## config.mk

```make
export PLATFORM = sky130hd
export DESIGN_NAME = mult_div_unit
export DESIGN_NICKNAME = d
export VERILOG_FILES = /design/src/rtl/mult_div_unit.sv
export SDC_FILE = /design/constraint.sdc
export NUM_CORES = 1
export LEC_CHECK = 0
export BUFFER_PORTS_ARGS = -buffer_cell sky130_fd_sc_hd__buf_2
export CAP_MARGIN = 20
export CORE_MARGIN = 1
export CORE_UTILIZATION = 30
export CTS_BUF_LIST = sky130_fd_sc_hd__clkbuf_16
export CTS_CLUSTER_DIAMETER = 120
export DETAILED_ROUTE_END_ITERATION = 7
export GPL_TIMING_DRIVEN = 0
export PLACE_DENSITY = 0.46
export SLEW_MARGIN = 20
export SYNTH_ARGS = -nofsm -noshare
export SYNTH_HDL_FRONTEND = slang
export SYNTH_SLANG_ARGS = --single-unit
```

## constraint.sdc

```tcl
create_clock -name clk -period 5.8 [get_ports clk]
set_input_delay 0 -clock clk [delete_from_list [all_inputs] [get_ports clk]]
set_output_delay 0 -clock clk [all_outputs]
set_load 0.1 [all_outputs]
```

## src/rtl/mult_div_unit.sv

```systemverilog
// mult_div_unit
//   Iterative signed multiply/divide unit for the MIPS datapath (MULT / DIV).
//   Multiply uses radix-2 Booth, one step per cycle. Divide is restoring
//   division on operand magnitudes, one quotient bit per cycle. Signs are
//   fixed up in FINISH using truncating semantics: the quotient sign is
//   sign(A)^sign(B) and the remainder takes the sign of the dividend.
//
// Ports
//   clk        system clock, rising edge
//   reset      asynchronous active-low reset
//   A, B       signed operands (multiplicand/multiplier or dividend/divisor)
//   MultStart  request multiply (sampled only in IDLE, wins over DivStart)
//   DivStart   request divide  (sampled only in IDLE)
//   Hi, Lo     product high/low, or remainder/quotient
//   Busy       operation in progress (MULT, DIV, FINISH)
//   Done       one-cycle pulse when Hi/Lo are updated or a divide is rejected
//   DivZero    one-cycle pulse with Done when a divide by zero is rejected
//
// state  | meaning
// -------+-----------------------------------------------------------
// IDLE   | waiting for MultStart/DivStart; rejects a divide by zero
// MULT   | one Booth step per cycle, ITER steps
// DIV    | one restoring-division step per cycle, ITER steps
// FINISH | sign fix-up, write Hi/Lo, pulse Done
module mult_div_unit #(
    parameter int WIDTH = 32,
    parameter int ITER  = WIDTH
) (
    input  logic             clk,
    input  logic             reset,
    input  logic [WIDTH-1:0] A,
    input  logic [WIDTH-1:0] B,
    input  logic             MultStart,
    input  logic             DivStart,
    output logic [WIDTH-1:0] Hi,
    output logic [WIDTH-1:0] Lo,
    output logic             Busy,
    output logic             Done,
    output logic             DivZero
);

    localparam int CNT_W = $clog2(ITER + 1);

    typedef enum logic [1:0] {
        IDLE   = 2'd0,
        MULT   = 2'd1,
        DIV    = 2'd2,
        FINISH = 2'd3
    } state_t;

    state_t state, state_next;

    logic [CNT_W-1:0] count;
    // acc_hi carries one extra sign bit so that adding or subtracting a
    // multiplicand of -2^(WIDTH-1) cannot overflow during Booth steps.
    logic [WIDTH:0]   acc_hi;
    logic [WIDTH-1:0] acc_lo;
    logic             booth_bit;
    logic [WIDTH-1:0] opnd;
    logic             sign_a;
    logic             sign_b;
    logic             op_div;

    logic             last_step;
    logic [WIDTH-1:0] abs_a;
    logic [WIDTH-1:0] abs_b;
    logic [WIDTH:0]   booth_sum;
    logic [WIDTH:0]   mult_hi_next;
    logic [WIDTH-1:0] mult_lo_next;
    logic [WIDTH:0]   div_shift;
    logic             div_ge;
    logic [WIDTH:0]   div_hi_next;
    logic [WIDTH-1:0] div_lo_next;
    logic [WIDTH-1:0] rem_mag;

    assign last_step = (count == CNT_W'(ITER - 1));
    assign abs_a     = A[WIDTH-1] ? -A : A;
    assign abs_b     = B[WIDTH-1] ? -B : B;
    assign rem_mag   = acc_hi[WIDTH-1:0];

    // Booth step: examine {lsb of multiplier, previous lsb}, add/subtract the
    // sign-extended multiplicand, then arithmetic-shift the whole accumulator.
    always_comb begin
        booth_sum = acc_hi;
        case ({acc_lo[0], booth_bit})
            2'b01:   booth_sum = acc_hi + {opnd[WIDTH-1], opnd};
            2'b10:   booth_sum = acc_hi - {opnd[WIDTH-1], opnd};
            default: booth_sum = acc_hi;
        endcase
        mult_hi_next = {booth_sum[WIDTH], booth_sum[WIDTH:1]};
        mult_lo_next = {booth_sum[0], acc_lo[WIDTH-1:1]};
    end

    // Restoring division step: shift the next dividend bit into the partial
    // remainder, subtract the divisor when it fits, record the quotient bit.
    always_comb begin
        div_shift   = {acc_hi[WIDTH-1:0], acc_lo[WIDTH-1]};
        div_ge      = (div_shift >= {1'b0, opnd});
        div_hi_next = div_ge ? (div_shift - {1'b0, opnd}) : div_shift;
        div_lo_next = {acc_lo[WIDTH-2:0], div_ge};
    end

    // State register
    always_ff @(posedge clk or negedge reset) begin
        if (!reset) state <= IDLE;
        else        state <= state_next;
    end

    // Next-state logic
    always_comb begin
        state_next = state;
        case (state)
            IDLE: begin
                if (MultStart)                      state_next = MULT;
                else if (DivStart && (B != '0))     state_next = DIV;
            end
            MULT:    if (last_step) state_next = FINISH;
            DIV:     if (last_step) state_next = FINISH;
            FINISH:  state_next = IDLE;
            default: state_next = IDLE;
        endcase
    end

    // Output logic
    always_comb begin
        Busy = (state != IDLE);
    end

    // Datapath and result registers
    always_ff @(posedge clk or negedge reset) begin
        if (!reset) begin
            count     <= '0;
            acc_hi    <= '0;
            acc_lo    <= '0;
            booth_bit <= 1'b0;
            opnd      <= '0;
            sign_a    <= 1'b0;
            sign_b    <= 1'b0;
            op_div    <= 1'b0;
            Hi        <= '0;
            Lo        <= '0;
            Done      <= 1'b0;
            DivZero   <= 1'b0;
        end else begin
            Done    <= 1'b0;
            DivZero <= 1'b0;
            case (state)
                IDLE: begin
                    if (MultStart) begin
                        acc_hi    <= '0;
                        acc_lo    <= B;
                        booth_bit <= 1'b0;
                        opnd      <= A;
                        count     <= '0;
                        op_div    <= 1'b0;
                    end else if (DivStart) begin
                        if (B != '0) begin
                            acc_hi    <= '0;
                            acc_lo    <= abs_a;
                            booth_bit <= 1'b0;
                            opnd      <= abs_b;
                            sign_a    <= A[WIDTH-1];
                            sign_b    <= B[WIDTH-1];
                            count     <= '0;
                            op_div    <= 1'b1;
                        end else begin
                            Done    <= 1'b1;
                            DivZero <= 1'b1;
                        end
                    end
                end
                MULT: begin
                    acc_hi    <= mult_hi_next;
                    acc_lo    <= mult_lo_next;
                    booth_bit <= acc_lo[0];
                    count     <= count + CNT_W'(1);
                end
                DIV: begin
                    acc_hi <= div_hi_next;
                    acc_lo <= div_lo_next;
                    count  <= count + CNT_W'(1);
                end
                FINISH: begin
                    if (op_div) begin
                        // -2^(W-1) / -1 wraps naturally to 0x80..0 here.
                        Lo <= (sign_a ^ sign_b) ? -acc_lo : acc_lo;
                        Hi <= sign_a ? -rem_mag : rem_mag;
                    end else begin
                        Hi <= acc_hi[WIDTH-1:0];
                        Lo <= acc_lo;
                    end
                    Done <= 1'b1;
                end
                default: ;
            endcase
        end
    end

endmodule

```

Word-level counts from Yosys, hierarchy flattened. Index checks and enable logic that the tools add are counted. W data, S select, Z words.

Memory bits (read-only): 0. Input bits: 68. Word-level logic and storage cells: 89. Flip-flop bits (word level): 175. Memories kept: 0. Latch bits: 0. Bits in writable memories: 0.

Reductions and logical operators: 16. Shift operators: 0. Bitwise gates (word level): 2. Equal/unequal tests: 10. Add/subtract/negate cells: 8. Multiply operators: 0. Magnitude comparators: 1. Divide/modulo/power cells: 0. Mux-type cells: 39.

Operators with widths (number): $mux W32 (12); $mux W33 (4); $neg A32 Y32 (4); $pmux W33 S3 (1); $pmux W32 S3 (1); $pmux W33 S2 (1); $add A33 B33 Y33 (1); $ge A33 B32 Y1 (1); $sub A33 B32 Y33 (1); $sub A33 B33 Y33 (1); $reduce_bool A32 Y1 (1); $mux W6 (3); $pmux W6 S2 (1); $reduce_and A3 Y1 (4); $mux W1 (10); $reduce_bool A2 Y1 (5); $ne A3 B3 Y1 const B (3); $add A6 B1 Y6 const B (1); $eq A2 B2 Y1 const B (3); $eq A6 B5 Y1 const B (1); $mux W2 (3); $pmux W2 S3 (1); $eq A2 B1 Y1 const B (2); $pmux W1 S2 (2); 9 further kinds (9).

Logic depth before layout (Yosys ltp).
Depth after elaboration: 6. Mapped depth: 19. Depth with buffers taken out: 18.

Worst setup path after synthesis. No wires, ideal clock.

Kind: flip-flop to flip-flop. Start point: register opnd[1]. End point: register acc_hi[32]. Period minus slack after synthesis: 4091 ps. Setup slack: 1709 ps. Path buffers: 1. Library setup time: 132 ps. Data required time: 5668 ps. Stages on the path, launching flop included: 19. Arrival time: 3960 ps. Path through: dfrtp_1 -> inv_1 -> nand4_1 -> nor4_1 -> nand2_1 -> nor4_1 -> a21oi_1 -> xnor2_1 -> ha_1 -> clkbuf_1 -> a21o_1 -> a21o_1 -> a211oi_1 -> inv_1 -> a211oi_1 -> o21bai_1 -> xor2_1 -> o211ai_1 -> or3b_1.

Word-level cells in the longest chain between the ends: 3. Elaborated cells on any way between the ends: 7.

RTL lines: start, declared (RTL line 59) `logic [WIDTH-1:0] opnd;`; start signal, assigned (RTL line 161) `opnd <= abs_b;`; $sub A33 B33 Y33, or another cell as far along (RTL line 87) `2'b10: booth_sum = acc_hi - {opnd[WIDTH-1], opnd};`; $pmux W33 S2 or $mux W33 (tied branches) (RTL line 85, 99); $pmux W33 S3 (*) (RTL line 147) `case (state)`; end signal, assigned (RTL line 173) `acc_hi <= mult_hi_next;`; end signal, assigned (RTL line 179) `acc_hi <= div_hi_next;`; end, declared (RTL line 56) `logic [WIDTH:0] acc_hi;`.

Mark *: on every way between the ends. The rest lies on a longest branch, timed or not. A chain may end at the register's enable or synchronous reset.

Final worst setup path.
Start point: register opnd[1]. End point: register acc_hi[28].

Same word-level chain as after synthesis.

==> impl_metrics.yaml <==
outcome:
  status: "completed"
sta:
  hold_slack_ps: 24.0
  hold_violations: 0
  rsz0062_at_grt: "false"
  period_share: 0.920
  setup_viol: 0
  slew_viol_final: 0
  fin_setup_tns_ps: 0
  fmax_mhz: 187
  fin_skew_ps: 20.7
  tightest_slew_ps: 1100
  min_period_ps: 5330
  slew_headroom: 0.259
drt:
  routedWlPerCell_um: 24.7
  wl_um: 69300
  ant_nets: 0
  vias: 15800
  drt_first_pass_iters: 5
  vias_per_cell: 5.64
  drcViolationCount: 0
  drtIter0Drc: 1330
clocking:
  insertion_delay_ps: 510
  max-clock-path-buffers: 2
  clkSlewWorstSetupHoldPaths_ps: 80
  clock-root-buffer: "clkbuf_16"
  cts_num_sinks: 175
  post_cts_buffers: 0
  h-tree-depth: 4
  cts_buffers: 17
  cts_tree: "yes"
yosys:
  synth_nets: 2070
  syn_inst: 1925
  yosysWarningCount: 0
  yosysUniqueCellTypes: 80
  async_flop_share: 1.00
  synth_seq_cells: 175
  ys_seq_area_frac: 0.286
  synth-edff-count: 0
  synth_ff_type: "dfrtp_1"
  netlist_area_mm2: 0.0153
  syn_avg_cell_area_um2: 7.96
global_routing:
  grt_pass1_vias: 15200
  grt_first_pass_wirelength_um: 102000
  grt_max_degree: 92
  use_met2: 0.405
  grt_use_total: 0.265
  grt_overflow_total: 0
  gr-usage-met1: 0.378
  top_usage_layer: "met2"
  antenna_found_initial: 2
  met3_usage: 0.0430
die:
  die_x_um: 228
  fp.coreArea_mm2: 0.0503
  ioPinCount: 135
  die_h_um: 228
  num_rows: 82
  start_util: 0.305
  die_area_mm2: 0.0520
job:
  cap_violations: 0
critical_path:
  crit_family: "compound AO/OA/AOI/OAI gates"
  path_depth: 19
  worstPathCellList: "inv_1, ha_1, and3_1, and4_1, nand3_1, nor3_1, a21oi_1, xnor2_1, ha_1, clkbuf_1, a21o_1, a21o_1, a21oi_1, o221ai_1, a41oi_1, o21ai_0, xor2_1, a221oi_1, o21ai_1"
  crit_path_top_delay_cell: "nor3_1"
  worstSetupStartpointType: "register"
  crit_fanout: 8
  critPathArrivalTime_ps: 5690
  critPathBufInv: 2
  crit_path_max_incr_delay_ps: 520
  critPathRequiredTime_ps: 6160
  criticalPathCategory: "reg -> reg"
  endpoint_kind: "register"
  r2r_cells: 19
placement:
  placed_area_mm2: 0.0169
  gp_congestion: 0.923
  hpwlAfterDp_um: 56300
  dp_cells: 2732
  portBuffers: 133
cells_and_area:
  fin_nets: 2268
  num_antenna_cells: 0
  syn_to_final_growth_pct: 17.1
  drive_gt1_frac: 0.110
  stdcell_count: 2808
  final_area_mm2: 0.0179
hold_path:
  hp-class: "in -> reg"
  hold_depth: 5
==> sequential cells by signal (all words and copies together), names as in the netlist <==
| signal | flops |
|---|---|
| Hi | 32 |
| Done | 1 |
| op_div | 1 |
| count | 6 |
| state | 2 |
| DivZero | 1 |
| sign_b | 1 |
| booth_bit | 1 |
| acc_lo | 32 |
| sign_a | 1 |
| opnd | 32 |
| acc_hi | 33 |
| Lo | 32 |
==> worst min-delay path, delay by kind of cell <==
kind | cells | cell delay, ps
AOI/OAI and AO/OA | 2 | 180
buffers and inverters | 1 | 160
and+or+nand+nor | 2 | 160
==> final timing paths <==
kind | startpoint | end | slack [ps]
min in group asynchronous | reset | acc_hi[6] | 50
worst max register to register | opnd[1] | acc_hi[28] | 470
worst min-delay path | A[2] | opnd[2] | 20
worst max-delay path | opnd[1] | acc_hi[28] | 470
worst min register to register | count[1] | count[1] | 510
max in group asynchronous | reset | acc_lo[31] | 5220
==> metal layers <==
layer | vias up | routed length [um]
met5 | - | 13
met4 | 2 | 1880
met3 | 76 | 4250
met2 | 500 | 30500
met1 | 7856 | 32600
li1 | 7414 | -
==> metrics by stage <==
step / setup slack (ps) / util
finish: 466 / 0.357
global route: 229 / 0.357
CTS: 118 / 0.357
detailed placement: 140 / 0.336
global placement: 128 / 0.335
floorplan: 1710 / -
==> area by class of cell <==
| class | count | area [um2] |
|---|---|---|
| clock inverter | 15 | 151 |
| fill | 5457 | 32300 |
| clock buffer | 17 | 425 |
| timing repair buffer | 179 | 1180 |
| inverter | 69 | 259 |
| sequential | 175 | 4380 |
| buffer | 119 | 479 |
| multi-input combinational | 1562 | 10200 |
| tap | 672 | 841 |
==> synthesized netlist by cell type, drive strengths merged, types with 16 or more instances <==
| cell | instances | area [um2] |
|---|---|---|
| or3 | 18 | 118 |
| a221oi | 37 | 324 |
| nor3 | 27 | 140 |
| o41ai | 16 | 166 |
| mux2 | 26 | 293 |
| nand2 | 193 | 732 |
| a31oi | 27 | 169 |
| nor2 | 184 | 696 |
| o21ai | 152 | 776 |
| o31ai | 50 | 375 |
| a22oi | 27 | 203 |
| a211oi | 35 | 263 |
| nand2b | 18 | 113 |
| a21oi | 171 | 856 |
| or4 | 16 | 124 |
| xnor2 | 113 | 990 |
| and3 | 25 | 156 |
| dfrtp | 175 | 4380 |
| a21o | 47 | 353 |
| mux2i | 25 | 250 |
| ha | 75 | 938 |
| buf | 18 | 98.8 |
| xor2 | 85 | 744 |
| nand3 | 25 | 125 |
| inv | 68 | 255 |
| clkbuf | 101 | 380 |
==> logic make-up after synthesis <==
| kind of cell | count (synthesis) | share of synthesized area |
|---|---|---|
| xor gates and xnor gates | 198 | 0.113 |
| DFF | 175 | 0.286 |
| and+or+nand+nor | 591 | 0.183 |
| AOI/OAI and AO/OA | 645 | 0.271 |
| muxes | 51 | 0.0354 |
| adders and majority gates | 77 | 0.0638 |
| buffers and inverters | 188 | 0.0482 |
==> cell usage in the layout (no fill, tap or decap), types with 68 or more instances in the layout <==
cell type	synthesis	layout
buf_2	10	142
a21oi_1	171	171
xnor2_1	113	113
nor2_1	182	182
xor2_1	85	85
ha_1	75	75
nand2_1	192	192
clkbuf_1	100	100
inv_1	68	68
o21ai_0	137	137
dfrtp_1	175	175
==> timing repair <==
item | CTS | global route
gates resized for setup | 0 | 2
endpoints found under the hold margin | 208 | 0
hold buffers | 44 | 0
endpoints found under the setup margin | 0 | 5
Power is not shown: default switching activity piles up to over one toggle a cycle in this logic, so the estimate is an artifact.
